## src/rtl/mdu_ctrl_if.sv

```systemverilog
// EX-stage <-> multiply/divide sequencer handshake bundle.
// master = EX pipeline side, slave = mdu_ctrl.
interface mdu_ctrl_if #(
    parameter int WIDTH = 32
);
    logic             op_valid;
    logic [1:0]       op;
    logic [WIDTH-1:0] src_a;
    logic [WIDTH-1:0] src_b;
    logic             ex_stall;
    logic             flush;
    logic             stall_req;
    logic             res_valid;
    logic [WIDTH-1:0] hi;
    logic [WIDTH-1:0] lo;
    logic             busy;

    modport master (
        output op_valid, op, src_a, src_b, ex_stall, flush,
        input  stall_req, res_valid, hi, lo, busy
    );

    modport slave (
        input  op_valid, op, src_a, src_b, ex_stall, flush,
        output stall_req, res_valid, hi, lo, busy
    );
endinterface

```

## src/rtl/mdu_ctrl.sv

```systemverilog
// MULT/MULTU/DIV/DIVU sequencer: fixed-latency multiply, 1-bit/cycle restoring divide.
// Optional macro DIV_ZERO_FAST_EN: divide by zero completes in the accept cycle.
module mdu_ctrl #(
    parameter int WIDTH   = 32,
    parameter int MUL_LAT = 2
) (
    input  logic       clk,
    input  logic       resetn,
    mdu_ctrl_if.slave  bus
);
    typedef enum logic [1:0] {
        IDLE = 2'd0,
        MUL  = 2'd1,
        DIV  = 2'd2,
        DONE = 2'd3
    } state_t;

    localparam logic [5:0] MUL_LAST = 6'((MUL_LAT > 1) ? MUL_LAT - 2 : 0);
    localparam logic [5:0] DIV_LAST = 6'(WIDTH - 1);
    localparam logic [5:0] CNT_MAX  = 6'(WIDTH);

    state_t           state_q, state_d;
    logic [5:0]       cnt_q;
    logic [WIDTH-1:0] a_q, b_q;
    logic             signed_q;
    logic [WIDTH-1:0] rem_q, quo_q, dvs_q;
    logic [WIDTH-1:0] hi_q, lo_q, hi_d, lo_d;
    logic             accept;

    // Multiplier operands come straight from EX when finishing in the accept cycle.
    logic             mul_signed;
    logic [WIDTH-1:0] mul_a, mul_b;
    logic [2*WIDTH-1:0] ext_a, ext_b, product;

    always_comb begin
        mul_signed = (state_q == IDLE) ? ~bus.op[0] : signed_q;
        mul_a      = (state_q == IDLE) ? bus.src_a : a_q;
        mul_b      = (state_q == IDLE) ? bus.src_b : b_q;
        ext_a      = {{WIDTH{mul_signed & mul_a[WIDTH-1]}}, mul_a};
        ext_b      = {{WIDTH{mul_signed & mul_b[WIDTH-1]}}, mul_b};
        product    = ext_a * ext_b;
    end

    logic             in_signed;
    logic [WIDTH-1:0] abs_a, abs_b;

    always_comb begin
        in_signed = ~bus.op[0];
        abs_a     = (in_signed && bus.src_a[WIDTH-1]) ? -bus.src_a : bus.src_a;
        abs_b     = (in_signed && bus.src_b[WIDTH-1]) ? -bus.src_b : bus.src_b;
    end

    // One restoring step: shift in next dividend bit, subtract if it fits.
    logic [WIDTH:0]   rem_shift, diff;
    logic             q_bit;
    logic [WIDTH-1:0] rem_next, quo_next, hi_fix, lo_fix;

    always_comb begin
        rem_shift = {rem_q, quo_q[WIDTH-1]};
        diff      = rem_shift - {1'b0, dvs_q};
        q_bit     = ~diff[WIDTH];
        rem_next  = q_bit ? diff[WIDTH-1:0] : rem_shift[WIDTH-1:0];
        quo_next  = {quo_q[WIDTH-2:0], q_bit};
        lo_fix    = (signed_q && (a_q[WIDTH-1] ^ b_q[WIDTH-1])) ? -quo_next : quo_next;
        hi_fix    = (signed_q && a_q[WIDTH-1]) ? -rem_next : rem_next;
    end

    // NOTE: every signal driven here gets a default first, so no path can infer a latch.
    always_comb begin
        state_d = state_q;
        hi_d    = hi_q;
        lo_d    = lo_q;
        accept  = 1'b0;
        case (state_q)
            IDLE: begin
                if (bus.op_valid && !bus.flush) begin
                    accept = 1'b1;
                    if (bus.op[1]) begin
`ifdef DIV_ZERO_FAST_EN
                        if (bus.src_b == '0) begin
                            state_d = DONE;
                            hi_d    = bus.src_a;
                            lo_d    = '1;
                        end else begin
                            state_d = DIV;
                        end
`else
                        state_d = DIV;
`endif
                    end else if (MUL_LAT == 1) begin
                        state_d      = DONE;
                        {hi_d, lo_d} = product;
                    end else begin
                        state_d = MUL;
                    end
                end
            end
            MUL: begin
                if (bus.flush) begin
                    state_d = IDLE;
                end else if (cnt_q == MUL_LAST) begin
                    state_d      = DONE;
                    {hi_d, lo_d} = product;
                end
            end
            DIV: begin
                if (bus.flush) begin
                    state_d = IDLE;
                end else if (cnt_q == DIV_LAST) begin
                    state_d = DONE;
                    if (b_q == '0) begin
                        hi_d = a_q;
                        lo_d = '1;
                    end else begin
                        hi_d = hi_fix;
                        lo_d = lo_fix;
                    end
                end
            end
            DONE: begin
                if (bus.flush || !bus.ex_stall) state_d = IDLE;
            end
            default: state_d = IDLE;
        endcase
    end

    // NOTE: sequential state uses non-blocking assignments so all registers update together.
    always_ff @(posedge clk or negedge resetn) begin
        if (!resetn) begin
            state_q <= IDLE;
            hi_q    <= '0;
            lo_q    <= '0;
        end else begin
            state_q <= state_d;
            hi_q    <= hi_d;
            lo_q    <= lo_d;
        end
    end

    always_ff @(posedge clk or negedge resetn) begin
        if (!resetn) begin
            cnt_q    <= '0;
            a_q      <= '0;
            b_q      <= '0;
            signed_q <= 1'b0;
            rem_q    <= '0;
            quo_q    <= '0;
            dvs_q    <= '0;
        end else if (accept) begin
            cnt_q    <= '0;
            a_q      <= bus.src_a;
            b_q      <= bus.src_b;
            signed_q <= in_signed;
            rem_q    <= '0;
            quo_q    <= abs_a;
            dvs_q    <= abs_b;
        end else if (state_q == DIV) begin
            rem_q <= rem_next;
            quo_q <= quo_next;
            cnt_q <= (cnt_q == CNT_MAX) ? cnt_q : cnt_q + 6'd1;
        end else if (state_q == MUL) begin
            cnt_q <= (cnt_q == CNT_MAX) ? cnt_q : cnt_q + 6'd1;
        end
    end

    // Gated by resetn so the pipeline is never stalled while the block is held in reset.
    assign bus.stall_req = resetn & bus.op_valid & ~bus.flush & (state_q != DONE);
    assign bus.res_valid = (state_q == DONE);
    assign bus.busy      = (state_q != IDLE);
    assign bus.hi        = hi_q;
    assign bus.lo        = lo_q;
endmodule

```

## src/flat_wrapper.sv

```systemverilog
// flat-port wrapper written by rule: the top's interface ports become plain ports
module mdu_ctrl_flat 
#(
    parameter int WIDTH   = 32,
    parameter int MUL_LAT = 2
)
  (clk, resetn, bus_op_valid, bus_op, bus_src_a, bus_src_b, bus_ex_stall, bus_flush, bus_stall_req, bus_res_valid, bus_hi, bus_lo, bus_busy);
  mdu_ctrl_if #(.WIDTH(WIDTH)) bus_i ();
  input  logic clk;
  input  logic resetn;
  input wire logic [$bits(bus_i.op_valid)-1:0] bus_op_valid;
  input wire logic [$bits(bus_i.op)-1:0] bus_op;
  input wire logic [$bits(bus_i.src_a)-1:0] bus_src_a;
  input wire logic [$bits(bus_i.src_b)-1:0] bus_src_b;
  input wire logic [$bits(bus_i.ex_stall)-1:0] bus_ex_stall;
  input wire logic [$bits(bus_i.flush)-1:0] bus_flush;
  output wire logic [$bits(bus_i.stall_req)-1:0] bus_stall_req;
  output wire logic [$bits(bus_i.res_valid)-1:0] bus_res_valid;
  output wire logic [$bits(bus_i.hi)-1:0] bus_hi;
  output wire logic [$bits(bus_i.lo)-1:0] bus_lo;
  output wire logic [$bits(bus_i.busy)-1:0] bus_busy;
  assign bus_i.op_valid = bus_op_valid;
  assign bus_i.op = bus_op;
  assign bus_i.src_a = bus_src_a;
  assign bus_i.src_b = bus_src_b;
  assign bus_i.ex_stall = bus_ex_stall;
  assign bus_i.flush = bus_flush;
  assign bus_stall_req = bus_i.stall_req;
  assign bus_res_valid = bus_i.res_valid;
  assign bus_hi = bus_i.hi;
  assign bus_lo = bus_i.lo;
  assign bus_busy = bus_i.busy;
  mdu_ctrl #(.WIDTH(WIDTH), .MUL_LAT(MUL_LAT)) u_core (.clk(clk), .resetn(resetn), .bus(bus_i));
endmodule
```

## config.mk

```make
export PLATFORM = sky130hd
export DESIGN_NAME = mdu_ctrl_flat
export DESIGN_NICKNAME = d
export VERILOG_FILES = /design/src/rtl/mdu_ctrl_if.sv /design/src/rtl/mdu_ctrl.sv /design/src/flat_wrapper.sv
export SDC_FILE = /design/constraint.sdc
export NUM_CORES = 2
export LEC_CHECK = 0
export ABC_AREA = 1
export CORE_ASPECT_RATIO = 0.7
export CORE_MARGIN = 5
export CORE_UTILIZATION = 60
export CTS_CLUSTER_DIAMETER = 80
export DETAILED_ROUTE_END_ITERATION = 8
export PLACE_DENSITY_LB_ADDON = 0.15
export SLEW_MARGIN = 10
export SYNTH_ARGS = -nofsm -noshare
export SYNTH_HDL_FRONTEND = slang
export SYNTH_SLANG_ARGS = --single-unit
```

## constraint.sdc

```tcl
create_clock -name clk -period 26.4 [get_ports clk]
set_clock_uncertainty 0.2 [all_clocks]
set_input_delay 5.28 -clock clk [delete_from_list [all_inputs] [get_ports clk]]
set_output_delay 5.28 -clock clk [all_outputs]
set_load 0.01 [all_outputs]
```

==> metrics.txt <==
status=complete, no violations; Core ar.=0.0901 mm²; Worst Setup SP=bus_op[0]; register area share after synthesis=10.6%; Storage cell area=0.00581 mm²; Buf/Inv on CP=7; RSZ-0062 raised after global routing=false; crit path max fanout=15; Worst EP arrival=15.40 ns; Die W=371 µm; post-route ant nets=0; Rel. slew slack=8.67%; Final Hold Fails=0; Cells after Synth=6991; hold crit path type=flop to flop; crit end category=flop; vias per cell=6.00; maximum clock frequency=66.2 MHz; reg-to-reg setup timing slack=14.90 ns; full die area=0.0972 mm²; Mapped Avg Cell Area=7.81 µm²; R2R cell count=33; DR iter-0 viols=6551; GRT Total Usage=44.0%; clock latency on the worst-skew pair=0.57 ns; post-CTS setup buffers=0; Area Overhead vs Synth=6.73%; setup TNS=0 ns; Yosys Warn Count=0; Synth top area share=41.3%; antenna violations before repair=7; Max stage delay cell, worst path=fa_1; Post-synth ARST share=100%; PortBufs=137; crit path capture=u_core.bus.hi[25]; Worst-path clk slew=0.08 ns; largest net degree at the start of global routing=125; Die Span Y=262 µm; Fillers=7885; Crit Path Category=primary input to flop; final worst-path cycle share=57.2%; Ports=138; Post-CTS Hold Fix Bufs=0; leading area contributor after synthesis=fa_1; Crit path max-delay family=adder cells; CTS Buf Count=23; DP HPWL=171 mm; wire length per cell=25.8 µm; number of global-route vias before repair=48900; max-cap viol count=0; most used cell along the critical path=fa_1; worst r2r dst=u_core.bus.hi[31]; Design Area, Final=0.0583 mm²; synthesized cell area=0.0546 mm²; Main synth FF type=dfrtp_1; CTS max path bufs=3; Synth Register Bits=232; GPL Wtd Cong=1.10; Slew Limit Fails=0; clk sinks=232; CP startpoint kind=primary input; worst-margin pin slew=1.35 ns; initial core utilization=60.6%; residual DRC count=0; commonest cells after routing, fill and taps aside=1647 x inv_1, 1496 x nand2_1, 1126 x fa_1; Row Count=92; setup violators final=0; first-pass GRT wire length=317 mm; H-tree depth=1; syn_nets=8443; drt total wl=212 mm; CP Depth=31; Netlist cell types=60; commonest non-fill, non-tap cell in the layout=inv_1; CTS tree=yes; NumNets Final=8432; Via Count=49300; Multi-input gate area=0.0417 mm²; Post-synth EDFFs=0; max incr delay on CP=0.71 ns; r2r startpoint=u_core.state_q[0]; Placed Area=0.0574 mm²; required time worst endpoint=26.69 ns; layout cells sized above 1=4.55%; top cells by area, synth=fa_1 41%, inv_1 11%, dfrtp_1 11%, nand2_1 10%, ha_1 5.8%; fin crit period=15.11 ns; post_cts resized=0; First-pass DRT Iterations=7; CTS root buffer=clkbuf_16; grt ovf=0
-- state kept, by name (all words and copies together) (netlist names), 2 cells and up --
signal and count:
u_core.bus.lo 32, u_core.state_q 2, u_core.bus.hi 32, u_core.a_q 32, u_core.quo_q 32, u_core.b_q 31
u_core.rem_q 32, u_core.dvs_q 32, u_core.cnt_q 6
-- logic make-up (layout without fill, tap and decap cells) --
kind of cell	after synthesis	after routing	share of synthesized area, %
AO/OA/AOI/OAI	791	791	8.37
XOR/XNOR	65	65	1.04
adder cells (fa/ha/maj)	1381	1381	47.1
buffers and inverters	1942	1946	13.5
flip-flops	232	232	10.6
multiplexers	2	2	0.0367
other	0	4	0
AND/OR/NAND/NOR	2578	2578	19.3
-- cells in the mapped netlist, types with 15 or more instances --
| library cell | instances |
|---|---|
| inv_1 | 1648 |
| nand2_1 | 1497 |
| fa_1 | 1126 |
| nor2_1 | 678 |
| o21ai_0 | 278 |
| ha_1 | 255 |
| clkbuf_1 | 240 |
| dfrtp_1 | 232 |
| a21oi_1 | 222 |
| nand3_1 | 187 |
| o21ai_1 | 49 |
| nor3_1 | 45 |
| o211ai_1 | 44 |
| o22ai_1 | 37 |
| xnor2_1 | 35 |
| nand2_2 | 34 |
| or2_2 | 32 |
| nand4_1 | 31 |
| xor2_1 | 30 |
| o221ai_1 | 29 |
| o21a_1 | 27 |
| a31oi_1 | 22 |
| buf_1 | 20 |
| nor4_1 | 20 |
| o21bai_1 | 16 |
| nor2_2 | 15 |
-- worst reg2reg max path: cells and delay by family (launching register included) --
| kind | cells | cell delay (ns) |
|---|---|---|
| AOI/OAI and AO/OA | 3 | 0.69 |
| adders and majority gates | 10 | 5.22 |
| buffers and inverters | 9 | 2.53 |
| DFF | 1 | 0.41 |
| and+or+nand+nor | 11 | 2.37 |
-- stage by stage --
step	utilization (%)	hold WS, ns	cells	setup slack, ns
after global routing	64.6	0.298	8218	11.03
after global placement	63.7	0.264	8177	11.20
after detailed placement	63.7	0.266	8177	11.07
after CTS	64.6	0.290	8217	11.62
after floorplan	-	0.253	6991	13.39
final	64.6	0.283	8221	11.29
-- how the worst min path moves through the flow --
stage,cells after the start,end,from,slack (ns)
2_1_floorplan,2,u_core.dvs_q[2],u_core.dvs_q[2],0.25
3_3_place_gp,2,u_core.bus.hi[15],u_core.bus.hi[15],0.26
3_5_place_dp,2,u_core.bus.lo[5],u_core.bus.lo[5],0.27
4_1_cts,2,u_core.bus.lo[29],u_core.bus.lo[29],0.29
5_1_grt,2,u_core.bus.lo[20],u_core.bus.lo[20],0.30
6_report,2,u_core.bus.lo[29],u_core.bus.lo[29],0.28
-- routing by layer --
layer | vias up | track usage (%) | part of all wire [%]
li1 | 20800 | - | -
met1 | 24100 | 63.4 | 39
met2 | 3825 | 56.2 | 38
met3 | 616 | 23.6 | 18
met4 | 10 | 14.3 | 4.7
met5 | - | 1.53 | 0.12
-- final cells by class --
| type | instances | share of cell area [%] |
|---|---|---|
| multi-input cells | 4817 | 71.6 |
| clock inverters | 14 | 0.371 |
| well taps | 1222 | 2.62 |
| diodes | 4 | 0.0172 |
| inverters | 1669 | 10.8 |
| clock buffers | 26 | 1.04 |
| repair buffers | 237 | 3.67 |
| flip-flops and latches | 232 | 9.96 |
Power is left out: the tool's default activity adds up to more than one toggle a clock period on the data nets, which glitch-free logic cannot reach.
